$ cat config.mk
export PLATFORM = sky130hd
export DESIGN_NAME = rv_multicycle_ctrl
export DESIGN_NICKNAME = d
export VERILOG_FILES = /design/src/rtl/rv_ctrl_pkg.sv /design/src/rtl/rv_main_decoder.sv /design/src/rtl/rv_multicycle_ctrl.sv
export SDC_FILE = /design/constraint.sdc
export NUM_CORES = 1
export LEC_CHECK = 0
export BUFFER_PORTS_ARGS = -buffer_cell sky130_fd_sc_hd__buf_2
export CELL_PAD_IN_SITES_DETAIL_PLACEMENT = 1
export CELL_PAD_IN_SITES_GLOBAL_PLACEMENT = 1
export CORE_ASPECT_RATIO = 1.5
export CORE_MARGIN = 2
export CORE_UTILIZATION = 43
export CTS_CLUSTER_SIZE = 14
export DETAILED_ROUTE_END_ITERATION = 7
export PLACE_DENSITY = 0.89
export SKIP_CTS_REPAIR_TIMING = 1
export SLEW_MARGIN = 10
export SYNTH_ARGS = -nofsm -noshare
export SYNTH_HDL_FRONTEND = slang
export SYNTH_HIERARCHICAL = 1
export SYNTH_SLANG_ARGS = --single-unit
export TNS_END_PERCENT = 20
$ cat constraint.sdc
create_clock -name clk -period 6.55 [get_ports clk]
set_clock_uncertainty 0.05 [all_clocks]
set_input_delay 0 -clock clk [delete_from_list [all_inputs] [get_ports clk]]
set_output_delay 0 -clock clk [all_outputs]
set_load 0.05 [all_outputs]
$ cat src/rtl/rv_ctrl_pkg.sv
`default_nettype none
// ============================================================================
//  Module      : rv_ctrl_pkg
//  Description : Shared opcodes, FSM state codes and datapath select codes
//                for the multi-cycle RV32I main control.
//  Revision    : 1.0  initial release
// ============================================================================
package rv_ctrl_pkg;

    localparam logic [6:0] c_OP_LOAD   = 7'h03;
    localparam logic [6:0] c_OP_STORE  = 7'h23;
    localparam logic [6:0] c_OP_RTYPE  = 7'h33;
    localparam logic [6:0] c_OP_ITYPE  = 7'h13;
    localparam logic [6:0] c_OP_BRANCH = 7'h63;
    localparam logic [6:0] c_OP_LUI    = 7'h37;
    localparam logic [6:0] c_OP_AUIPC  = 7'h17;
    localparam logic [6:0] c_OP_JAL    = 7'h6F;
    localparam logic [6:0] c_OP_JALR   = 7'h67;

    localparam logic [2:0] c_ST_FETCH     = 3'd0;
    localparam logic [2:0] c_ST_DECODE    = 3'd1;
    localparam logic [2:0] c_ST_EXECUTE   = 3'd2;
    localparam logic [2:0] c_ST_MEMORY    = 3'd3;
    localparam logic [2:0] c_ST_WRITEBACK = 3'd4;
    localparam logic [2:0] c_ST_TRAP      = 3'd5;

    localparam logic [1:0] c_ALUOP_ADD   = 2'b00;
    localparam logic [1:0] c_ALUOP_BR    = 2'b01;
    localparam logic [1:0] c_ALUOP_ARITH = 2'b10;

    localparam logic [1:0] c_RES_ALU = 2'b00;
    localparam logic [1:0] c_RES_MEM = 2'b01;
    localparam logic [1:0] c_RES_PC4 = 2'b10;

    localparam logic [2:0] c_IMM_NONE = 3'b000;
    localparam logic [2:0] c_IMM_I    = 3'b001;
    localparam logic [2:0] c_IMM_S    = 3'b010;
    localparam logic [2:0] c_IMM_B    = 3'b011;
    localparam logic [2:0] c_IMM_U    = 3'b100;
    localparam logic [2:0] c_IMM_J    = 3'b101;

endpackage
`default_nettype wire

$ cat src/rtl/rv_main_decoder.sv
`default_nettype none
// ============================================================================
//  Module      : rv_main_decoder
//  Description : Combinational RV32I opcode decode into datapath selects and
//                instruction-class flags.
//  Revision    : 1.0  initial release
// ============================================================================
module rv_main_decoder
    import rv_ctrl_pkg::*;
(
    input  logic [6:0] op,
    output logic       legal,
    output logic       ALUSrc,
    output logic       ALUSrc_pc,
    output logic [1:0] ALUOp,
    output logic [1:0] ResultSrc,
    output logic [2:0] imm_sel,
    output logic       is_ld,
    output logic       is_st,
    output logic       is_br,
    output logic       is_jmp
);

    always_comb begin
        legal     = 1'b1;
        ALUSrc    = 1'b0;
        ALUSrc_pc = 1'b0;
        ALUOp     = c_ALUOP_ADD;
        ResultSrc = c_RES_ALU;
        imm_sel   = c_IMM_NONE;
        is_ld     = 1'b0;
        is_st     = 1'b0;
        is_br     = 1'b0;
        is_jmp    = 1'b0;
        case (op)
            c_OP_LOAD: begin
                ALUSrc    = 1'b1;
                ResultSrc = c_RES_MEM;
                imm_sel   = c_IMM_I;
                is_ld     = 1'b1;
            end
            c_OP_STORE: begin
                ALUSrc  = 1'b1;
                imm_sel = c_IMM_S;
                is_st   = 1'b1;
            end
            c_OP_RTYPE: begin
                ALUOp = c_ALUOP_ARITH;
            end
            c_OP_ITYPE: begin
                ALUSrc  = 1'b1;
                ALUOp   = c_ALUOP_ARITH;
                imm_sel = c_IMM_I;
            end
            c_OP_BRANCH: begin
                ALUOp   = c_ALUOP_BR;
                imm_sel = c_IMM_B;
                is_br   = 1'b1;
            end
            c_OP_LUI: begin
                ALUSrc  = 1'b1;
                imm_sel = c_IMM_U;
            end
            c_OP_AUIPC: begin
                ALUSrc    = 1'b1;
                ALUSrc_pc = 1'b1;
                imm_sel   = c_IMM_U;
            end
            c_OP_JAL: begin
                ALUSrc    = 1'b1;
                ALUSrc_pc = 1'b1;
                ResultSrc = c_RES_PC4;
                imm_sel   = c_IMM_J;
                is_jmp    = 1'b1;
            end
            c_OP_JALR: begin
                ALUSrc    = 1'b1;
                ResultSrc = c_RES_PC4;
                imm_sel   = c_IMM_I;
                is_jmp    = 1'b1;
            end
            default: legal = 1'b0;
        endcase
    end

endmodule
`default_nettype wire

$ cat src/rtl/rv_multicycle_ctrl.sv
`default_nettype none
// ============================================================================
//  Module      : rv_multicycle_ctrl
//  Description : Multi-cycle RV32I main control FSM with memory handshakes,
//                bounded-wait timeout, sticky fault and retire counter.
//  Revision    : 1.0  initial release
// ============================================================================
module rv_multicycle_ctrl
    import rv_ctrl_pkg::*;
#(
    parameter int MEM_TIMEOUT = 16,
    parameter int CNT_W       = 32,
    parameter int TO_W        = 8
)(
    input  logic             clk,
    input  logic             rst,
    input  logic [6:0]       op,
    input  logic             branch_taken,
    input  logic             imem_ready,
    input  logic             dmem_ready,
    output logic             imem_req,
    output logic             dmem_req,
    output logic             ir_we,
    output logic             pc_we,
    output logic             pc_sel,
    output logic             RegWrite,
    output logic             MemRead,
    output logic             MemWrite,
    output logic             ALUSrc,
    output logic             ALUSrc_pc,
    output logic [1:0]       ALUOp,
    output logic [1:0]       ResultSrc,
    output logic [2:0]       imm_sel,
    output logic             fault,
    output logic             instr_retired,
    output logic [CNT_W-1:0] retire_count
);

    localparam logic [TO_W-1:0] c_TIMEOUT = TO_W'(MEM_TIMEOUT);
    localparam logic            c_TO_EN   = (MEM_TIMEOUT != 0);

    logic [2:0]       r_state;
    logic [2:0]       w_next;
    logic [6:0]       r_op_q;
    logic [TO_W-1:0]  r_wait_cnt;
    logic [CNT_W-1:0] r_retire_cnt;

    logic [6:0] w_dec_op;
    logic       w_legal, w_alu_src, w_alu_src_pc;
    logic [1:0] w_alu_op, w_result_src;
    logic [2:0] w_imm_sel;
    logic       w_is_ld, w_is_st, w_is_br, w_is_jmp;
    logic       w_timeout;

    // The IR opcode is only latched at the end of DECODE, so legality is
    // judged on the live field during that one cycle.
    assign w_dec_op  = (r_state == c_ST_DECODE) ? op : r_op_q;
    assign w_timeout = c_TO_EN && (r_wait_cnt == c_TIMEOUT);

    rv_main_decoder u_dec (
        .op        (w_dec_op),
        .legal     (w_legal),
        .ALUSrc    (w_alu_src),
        .ALUSrc_pc (w_alu_src_pc),
        .ALUOp     (w_alu_op),
        .ResultSrc (w_result_src),
        .imm_sel   (w_imm_sel),
        .is_ld     (w_is_ld),
        .is_st     (w_is_st),
        .is_br     (w_is_br),
        .is_jmp    (w_is_jmp)
    );

    always_ff @(posedge clk) begin
        if (rst) r_state <= c_ST_FETCH;
        else     r_state <= w_next;
    end

    always_comb begin
        w_next = r_state;
        case (r_state)
            c_ST_FETCH: begin
                if (imem_ready)     w_next = c_ST_DECODE;
                else if (w_timeout) w_next = c_ST_TRAP;
            end
            c_ST_DECODE: w_next = w_legal ? c_ST_EXECUTE : c_ST_TRAP;
            c_ST_EXECUTE: begin
                if (w_is_ld || w_is_st) w_next = c_ST_MEMORY;
                else if (w_is_br)       w_next = c_ST_FETCH;
                else                    w_next = c_ST_WRITEBACK;
            end
            c_ST_MEMORY: begin
                if (dmem_ready)     w_next = w_is_st ? c_ST_FETCH : c_ST_WRITEBACK;
                else if (w_timeout) w_next = c_ST_TRAP;
            end
            c_ST_WRITEBACK: w_next = c_ST_FETCH;
            c_ST_TRAP:      w_next = c_ST_TRAP;
            default:        w_next = c_ST_FETCH;
        endcase
    end

    // Reset gates every output so an access cut short by rst never strobes.
    always_comb begin
        imem_req      = 1'b0;
        dmem_req      = 1'b0;
        ir_we         = 1'b0;
        pc_we         = 1'b0;
        pc_sel        = 1'b0;
        RegWrite      = 1'b0;
        MemRead       = 1'b0;
        MemWrite      = 1'b0;
        ALUSrc        = 1'b0;
        ALUSrc_pc     = 1'b0;
        ALUOp         = c_ALUOP_ADD;
        ResultSrc     = c_RES_ALU;
        imm_sel       = c_IMM_NONE;
        fault         = 1'b0;
        instr_retired = 1'b0;
        if (!rst) begin
            case (r_state)
                c_ST_FETCH: begin
                    imem_req = 1'b1;
                    ir_we    = imem_ready;
                end
                c_ST_EXECUTE: begin
                    if (w_is_br) begin
                        pc_we         = 1'b1;
                        pc_sel        = branch_taken;
                        instr_retired = 1'b1;
                    end
                end
                c_ST_MEMORY: begin
                    dmem_req = 1'b1;
                    MemRead  = w_is_ld;
                    MemWrite = w_is_st;
                    if (dmem_ready && w_is_st) begin
                        pc_we         = 1'b1;
                        instr_retired = 1'b1;
                    end
                end
                c_ST_WRITEBACK: begin
                    RegWrite      = 1'b1;
                    pc_we         = 1'b1;
                    pc_sel        = w_is_jmp;
                    instr_retired = 1'b1;
                end
                c_ST_TRAP: fault = 1'b1;
                default: ;
            endcase
            if (r_state inside {c_ST_EXECUTE, c_ST_MEMORY, c_ST_WRITEBACK}) begin
                ALUSrc    = w_alu_src;
                ALUSrc_pc = w_alu_src_pc;
                ALUOp     = w_alu_op;
                ResultSrc = w_result_src;
                imm_sel   = w_imm_sel;
            end
        end
    end

    always_ff @(posedge clk) begin
        if (rst) begin
            r_op_q       <= 7'd0;
            r_wait_cnt   <= '0;
            r_retire_cnt <= '0;
        end else begin
            if (r_state == c_ST_DECODE) r_op_q <= op;
            // Staying in FETCH/MEMORY implies ready was low this cycle.
            if (w_next != r_state)
                r_wait_cnt <= '0;
            else if (r_state == c_ST_FETCH || r_state == c_ST_MEMORY)
                r_wait_cnt <= r_wait_cnt + TO_W'(1);
            if (instr_retired) r_retire_cnt <= r_retire_cnt + CNT_W'(1);
        end
    end

    assign retire_count = r_retire_cnt;

endmodule
`default_nettype wire

* Yosys cells after proc, flatten, opt, wreduce, memory -nomap -nowiden *
Index checks and enable logic that the tools add are counted.

operators by class
  add/subtract/negate cells = 2
  eq/ne operators = 16
  muxes and demuxes = 50
  reduce and logical (&&, ||, !) cells = 13

operator list
  cell                                                  count
  adder 32 x 1 -> 32 bit (second input constant)        1
  2-to-1 mux 1 bit                                      30
  case mux 3 bit (5 select lines)                       2
  2-to-1 mux 3 bit                                      9
  equality test 7 x 6 -> 1 bit (second input constant)  3
  equality test 7 bit (second input constant)           3
  equality test 7 x 5 -> 1 bit (second input constant)  2
  OR reduction 2 bit                                    5
  OR reduction 9 bit                                    1
  adder 8 x 1 -> 8 bit (second input constant)          1
  equality test 8 x 5 -> 1 bit (second input constant)  1
  2-to-1 mux 2 bit                                      4
  case mux 2 bit (2 select lines)                       2
  equality test 7 x 2 -> 1 bit (second input constant)  1
  2-to-1 mux 7 bit                                      1
  OR reduction 7 bit                                    1
  equality test 3 x 2 -> 1 bit (second input constant)  2
  equality test 3 bit (second input constant)           2
  equality test 3 x 1 -> 1 bit (second input constant)  1
  zero test 3 bit                                       1
  inequality test 3 bit                                 1
  case mux 1 bit (3 select lines)                       1
  nonzero test 3 bit                                    1
  OR reduction 3 bit                                    1
  3 further kinds                                       4

word-level totals
  register bits after elaboration = 50
  bits of input ports = 12
  output and inout port bits = 51
  word-level logic and storage cells = 85

* Longest topological paths before layout *
  depth in word-level cells = 9
  mapped depth = 15
  depth with buffers taken out = 11

* Modules after synthesis *
The synthesis kept the hierarchy.

by module, submodules not included
  module              times used  cells an instance  area each (um^2)  sequential area each (um^2)
  rv_multicycle_ctrl  1           309                2655.0            1001.0
  rv_main_decoder     1           33                 202.7             0.0

* Worst setup path before layout *
OpenSTA, ideal clock, no wires.

  path type = register -> output
  start point = reg r_state[1]
  end point = out pc_we
  data arrival time = 3.577 ns
  required time = 6.500 ns
  path slack = 2.923 ns
  cell stages (with the launch flop) = 16
  buffers on the path = 5
  cells stage by stage = dfxtp_1 -> clkbuf_1 -> nor2_1 -> and2_1 -> clkbuf_1 -> mux2_2 -> nor2_1 -> and4bb_4 -> and2_1 -> or2b_2 -> a21boi_4 -> buf_2 -> buf_2 -> nor2_1 -> inv_1 -> buf_4

between the ends
  elaborated cells between the ends (all ways) = 14
  classes of those cells = eq/ne (6); mux (7); reduce/logical (1)

RTL lines
  what                             line                      text
  start: declaration               rv_multicycle_ctrl.sv:42  logic [2:0] r_state;
  start signal: assignment         rv_multicycle_ctrl.sv:75  if (rst) r_state <= c_ST_FETCH;
  start signal: assignment         rv_multicycle_ctrl.sv:76  else r_state <= w_next;
  equality test 3 x 1 -> 1 bit     rv_multicycle_ctrl.sv:57  assign w_dec_op = (r_state == c_ST_DECODE) ? op : r_op_q;
  2-to-1 mux 7 bit                 --
  via w_dec_op[2]                  rv_multicycle_ctrl.sv:48  logic [6:0] w_dec_op;
  equality test 7 bit              rv_main_decoder.sv:35     case (op)
  2-to-1 mux 1 bit                 rv_main_decoder.sv:35
  via w_is_br                      rv_multicycle_ctrl.sv:52  logic w_is_ld, w_is_st, w_is_br, w_is_jmp;
  2-to-1 mux 1 bit                 --
  case mux 1 bit (3 select lines)  --
  2-to-1 mux 1 bit                 --
  end: declaration                 rv_multicycle_ctrl.sv:24  output logic pc_we,

The timed path passes the listed nets, and every way through them passes these cells.

* Worst setup path after layout *
  start point = reg r_state[0]
  end point = reg r_retire_cnt[29] (netlist: retire_count[29])

between the ends
  elaborated cells between the ends (all ways) = 14
  classes of those cells = eq/ne (6); mux (7); reduce/logical (1)

RTL lines
  what                             line                       text
  equality test 3 x 1 -> 1 bit     rv_multicycle_ctrl.sv:57
  2-to-1 mux 7 bit                 --
  via w_dec_op[2]                  rv_multicycle_ctrl.sv:48
  equality test 7 bit              rv_main_decoder.sv:35
  2-to-1 mux 1 bit                 rv_main_decoder.sv:35
  via w_is_br                      rv_multicycle_ctrl.sv:52
  2-to-1 mux 1 bit                 rv_multicycle_ctrl.sv:126  if (w_is_br) begin
  case mux 1 bit (3 select lines)  rv_multicycle_ctrl.sv:120  case (r_state)
  2-to-1 mux 1 bit                 rv_multicycle_ctrl.sv:119  if (!rst) begin
  end signal: assignment           rv_multicycle_ctrl.sv:172  if (instr_retired) r_retire_cnt <= r_retire_cnt + CNT_W'(1);
  end: declaration                 rv_multicycle_ctrl.sv:46   logic [CNT_W-1:0] r_retire_cnt;

The timed path passes the listed nets, and every way through them passes these cells.
A chain may end at the register's enable or synchronous reset.

==> results.toml <==
[hold_path]
hold_class = "in -> reg"

[power]
max-vdd-ir-drop_mv = 0.108
pwr-share-clk_pct = 36.8
combPwrFrac_pct = 11.7
p_sw_share_pct = 27.1
p_sw_w = 0.000167
internal-power_w = 0.000449
sequentialPowerShare_pct = 51.5
power_density_nw_per_um2 = 190
leakage_nw = 1.33

[worst_setup_path]
reg2reg_to = "retire_count[29]$_SDFFE_PP0P_"
path_class = "reg -> reg"
cp_slowest_cell = "dfxtp_1"
cp-startpoint = "r_state[0]$_SDFF_PP0_"
start_kind = "register"
crit_top_cell = "and2_1"
worstSetupEndpointType = "register"
rrSetupSlack_ns = 2.46
path_cells = "and2_1 -> mux2_2 -> nor2_1 -> and4bb_4 -> and2_1 -> or2b_2 -> a21boi_4 -> o211ai_2 -> or4_1 -> a21oi_1"
worstRegToRegCells = 10
cp.arrival_ns = 4.28
worstPathMaxFanout = 22
cp.required_ns = 6.74
r2r-start = "r_state[0]$_SDFF_PP0_"
slowest_delay_ns = 0.73
crit_end = "retire_count[29]$_SDFFE_PP0P_"

[floorplan]
core_area_um2 = 6490
start_util_pct = 44.1
die_h_um = 104
ios = 63
die_w_um = 70.6
rows = 36
die-area_um2 = 7330

[clock_network]
cts.sinks = 50
path_clk_slew_ns = 0.10
clock_path_buffers = 2
numCtsBuffers = 5
htree_num_levels = 2
insertion_delay_ns = 0.31
cts_root_buf = "clkbuf_8"
cts_tree = "built"

[route]
vias = 2674
dr.pass1.iters = 4
via_per_inst = 5.74
wirelength_um = 7520
wl_per_cell_um = 16.1
drt.antenna.violating_nets = 0
drcViolationCount = 0
drtIter0Drc = 138

[final_layout]
multi_input_area_um2 = 1680
n_fill_cell = 836
layout.area.seq_um2 = 1000
area_growth_pct = 13.6
n_antenna_cell = 0
layout-drive-gt1-share_pct = 24.4
nets = 404
instances_no_fill = 466

[timing]
relSlewSlack_pct = 49.9
fin_tns_setup_ns = 0
hold_viol_final = 0
setup_viol = 0
min_period_over_period_pct = 62.4
worst_pin_slew_ns = 0.751
rsz0062_at_grt = "no"
fin_crit_ns = 4.09
drv_slew = 0
max_freq_ghz = 0.245

[global_routing]
grt_util_all_layers_pct = 20.9
antenna_found_initial = 0
overflow = 0
grt_pass1_vias = 2662
grt_max_degree = 40
grt_pass1_wl_um = 12700

[run_status]
status = "finished, final reports clean"

[flow_run]
cap_violations = 0

[logic_synthesis]
avgSynthCellArea_um2 = 8.36
syn-num-nets = 357
netlist_area_um2 = 2860
yosysWarnings = 6
netlist_instances = 342
yosysUniqueCellTypes = 55
synth_edf_count = 0
synthArstFlopShare_pct = 0
yosys_register_bits = 50
synth-seq-area-share_pct = 35.0
ys.flop_type = "dfxtp_1"

[placement]
place.detailed.hpwl_um = 5630
dp.cells = 458
numPortBuffers = 62
place_congestion = 0.783
==> worst min-delay path by stage <==
| stage | start | to | cells after the start |
|---|---|---|---|
| detailed placement | op[1] | r_op_q[1]$_SDFF_PP0_ | 3 |
| floorplan | imem_ready | r_state[0]$_SDFF_PP0_ | 2 |
| CTS | op[0] | r_op_q[0]$_SDFF_PP0_ | 3 |
| global placement | op[1] | r_op_q[1]$_SDFF_PP0_ | 3 |
| finish | op[0] | r_op_q[0]$_SDFF_PP0_ | 3 |
| global route | op[0] | r_op_q[0]$_SDFF_PP0_ | 3 |
==> critical path, delay by kind of cell (launching register included) <==
kind / cells / cell delay (ns)
DFF: 1 / 0.73
AOI/OAI and AO/OA: 3 / 0.91
muxes: 1 / 0.45
and+or+nand+nor: 6 / 1.88
==> synthesized netlist by cell type, drive strengths merged (9+ instances only) <==
cell,count,share of area [%]
dfxtp,50,35
nor2,39,5.1
and2,22,4.8
xor2,22,6.7
nand2,21,2.8
a21oi,17,3.1
o21ai,16,2.9
clkbuf,15,2.7
nand3,13,2.5
inv,11,1.4
nor3,11,1.9
o2111ai,11,3.4
and3,9,2.1
o211ai,9,2.5
==> metal layers <==
metal	global-route usage (%)	up-vias	routed length (um)	part of all wire (%)
met2	40.1	47	4110	55
met5	0	-	0	0
met3	3.11	5	239	3.2
met1	23.8	1317	3100	41
met4	4.45	0	72	0.96
li1	-	1305	-	-
==> power by group through the flow <==
stage,clock [W],combinational (W),sequential (W)
final,0.000226,0.0000720,0.000317
after global routing,0.000243,0.0000793,0.000319
after global placement,0,0.0000686,0.000324
after CTS,0.000232,0.0000725,0.000317
after floorplan,0,0.0000621,0.000319
after detailed placement,0,0.0000722,0.000324
==> placed cells by master (no fill, tap or decap), types with 5 or more instances in the layout <==
cell type  count
nor3_1        11
a21oi_1       16
and2_1        22
inv_1         11
nand3_1       12
nand2_1       20
xnor2_1        5
dfxtp_1       50
xor2_1        22
or3_1          7
clkbuf_8       5
o2111ai_1     11
mux2_2         7
o211ai_1       8
buf_2         62
nand4_1        8
and3_1         7
o21ai_0       15
nor2_1        39
==> through the flow <==
step	util (%)	area [um^2]	hold WS [ns]	setup slack (ns)	power, W
floorplan	-	2860	0.186	2.92	0.000381
global placement	48.3	3130	0.338	2.68	0.000392
detailed placement	48.3	3130	0.358	2.47	0.000397
CTS	50.1	3250	0.0329	2.45	0.000622
global route	50.1	3250	0.0440	2.11	0.000641
finish	50.1	3250	0.0378	2.46	0.000615
==> area by class of cell <==
type / count / area share, %
inverters: 11 / 1.27
clock inverters: 3 / 1.35
flip-flops and latches: 50 / 30.8
clock buffers: 5 / 2.12
multi-input cells: 258 / 51.7
well taps: 76 / 2.93
repair buffers: 63 / 9.79
==> state kept, by name, indices dropped and copies added, names as in the netlist <==
signal,cells
retire_count,32
r_state,3
r_wait_cnt,8
r_op_q,7
==> kinds of logic after synthesis <==
logic type | share of synthesized area, %
flip-flops | 35.0
adder cells (fa/ha/maj) | 1.31
AND/OR/NAND/NOR | 30.3
AO/OA/AOI/OAI | 16.2
XOR/XNOR | 8.27
buffers and inverters | 6.22
multiplexers | 2.76
(Power assumes the default switching activity.)
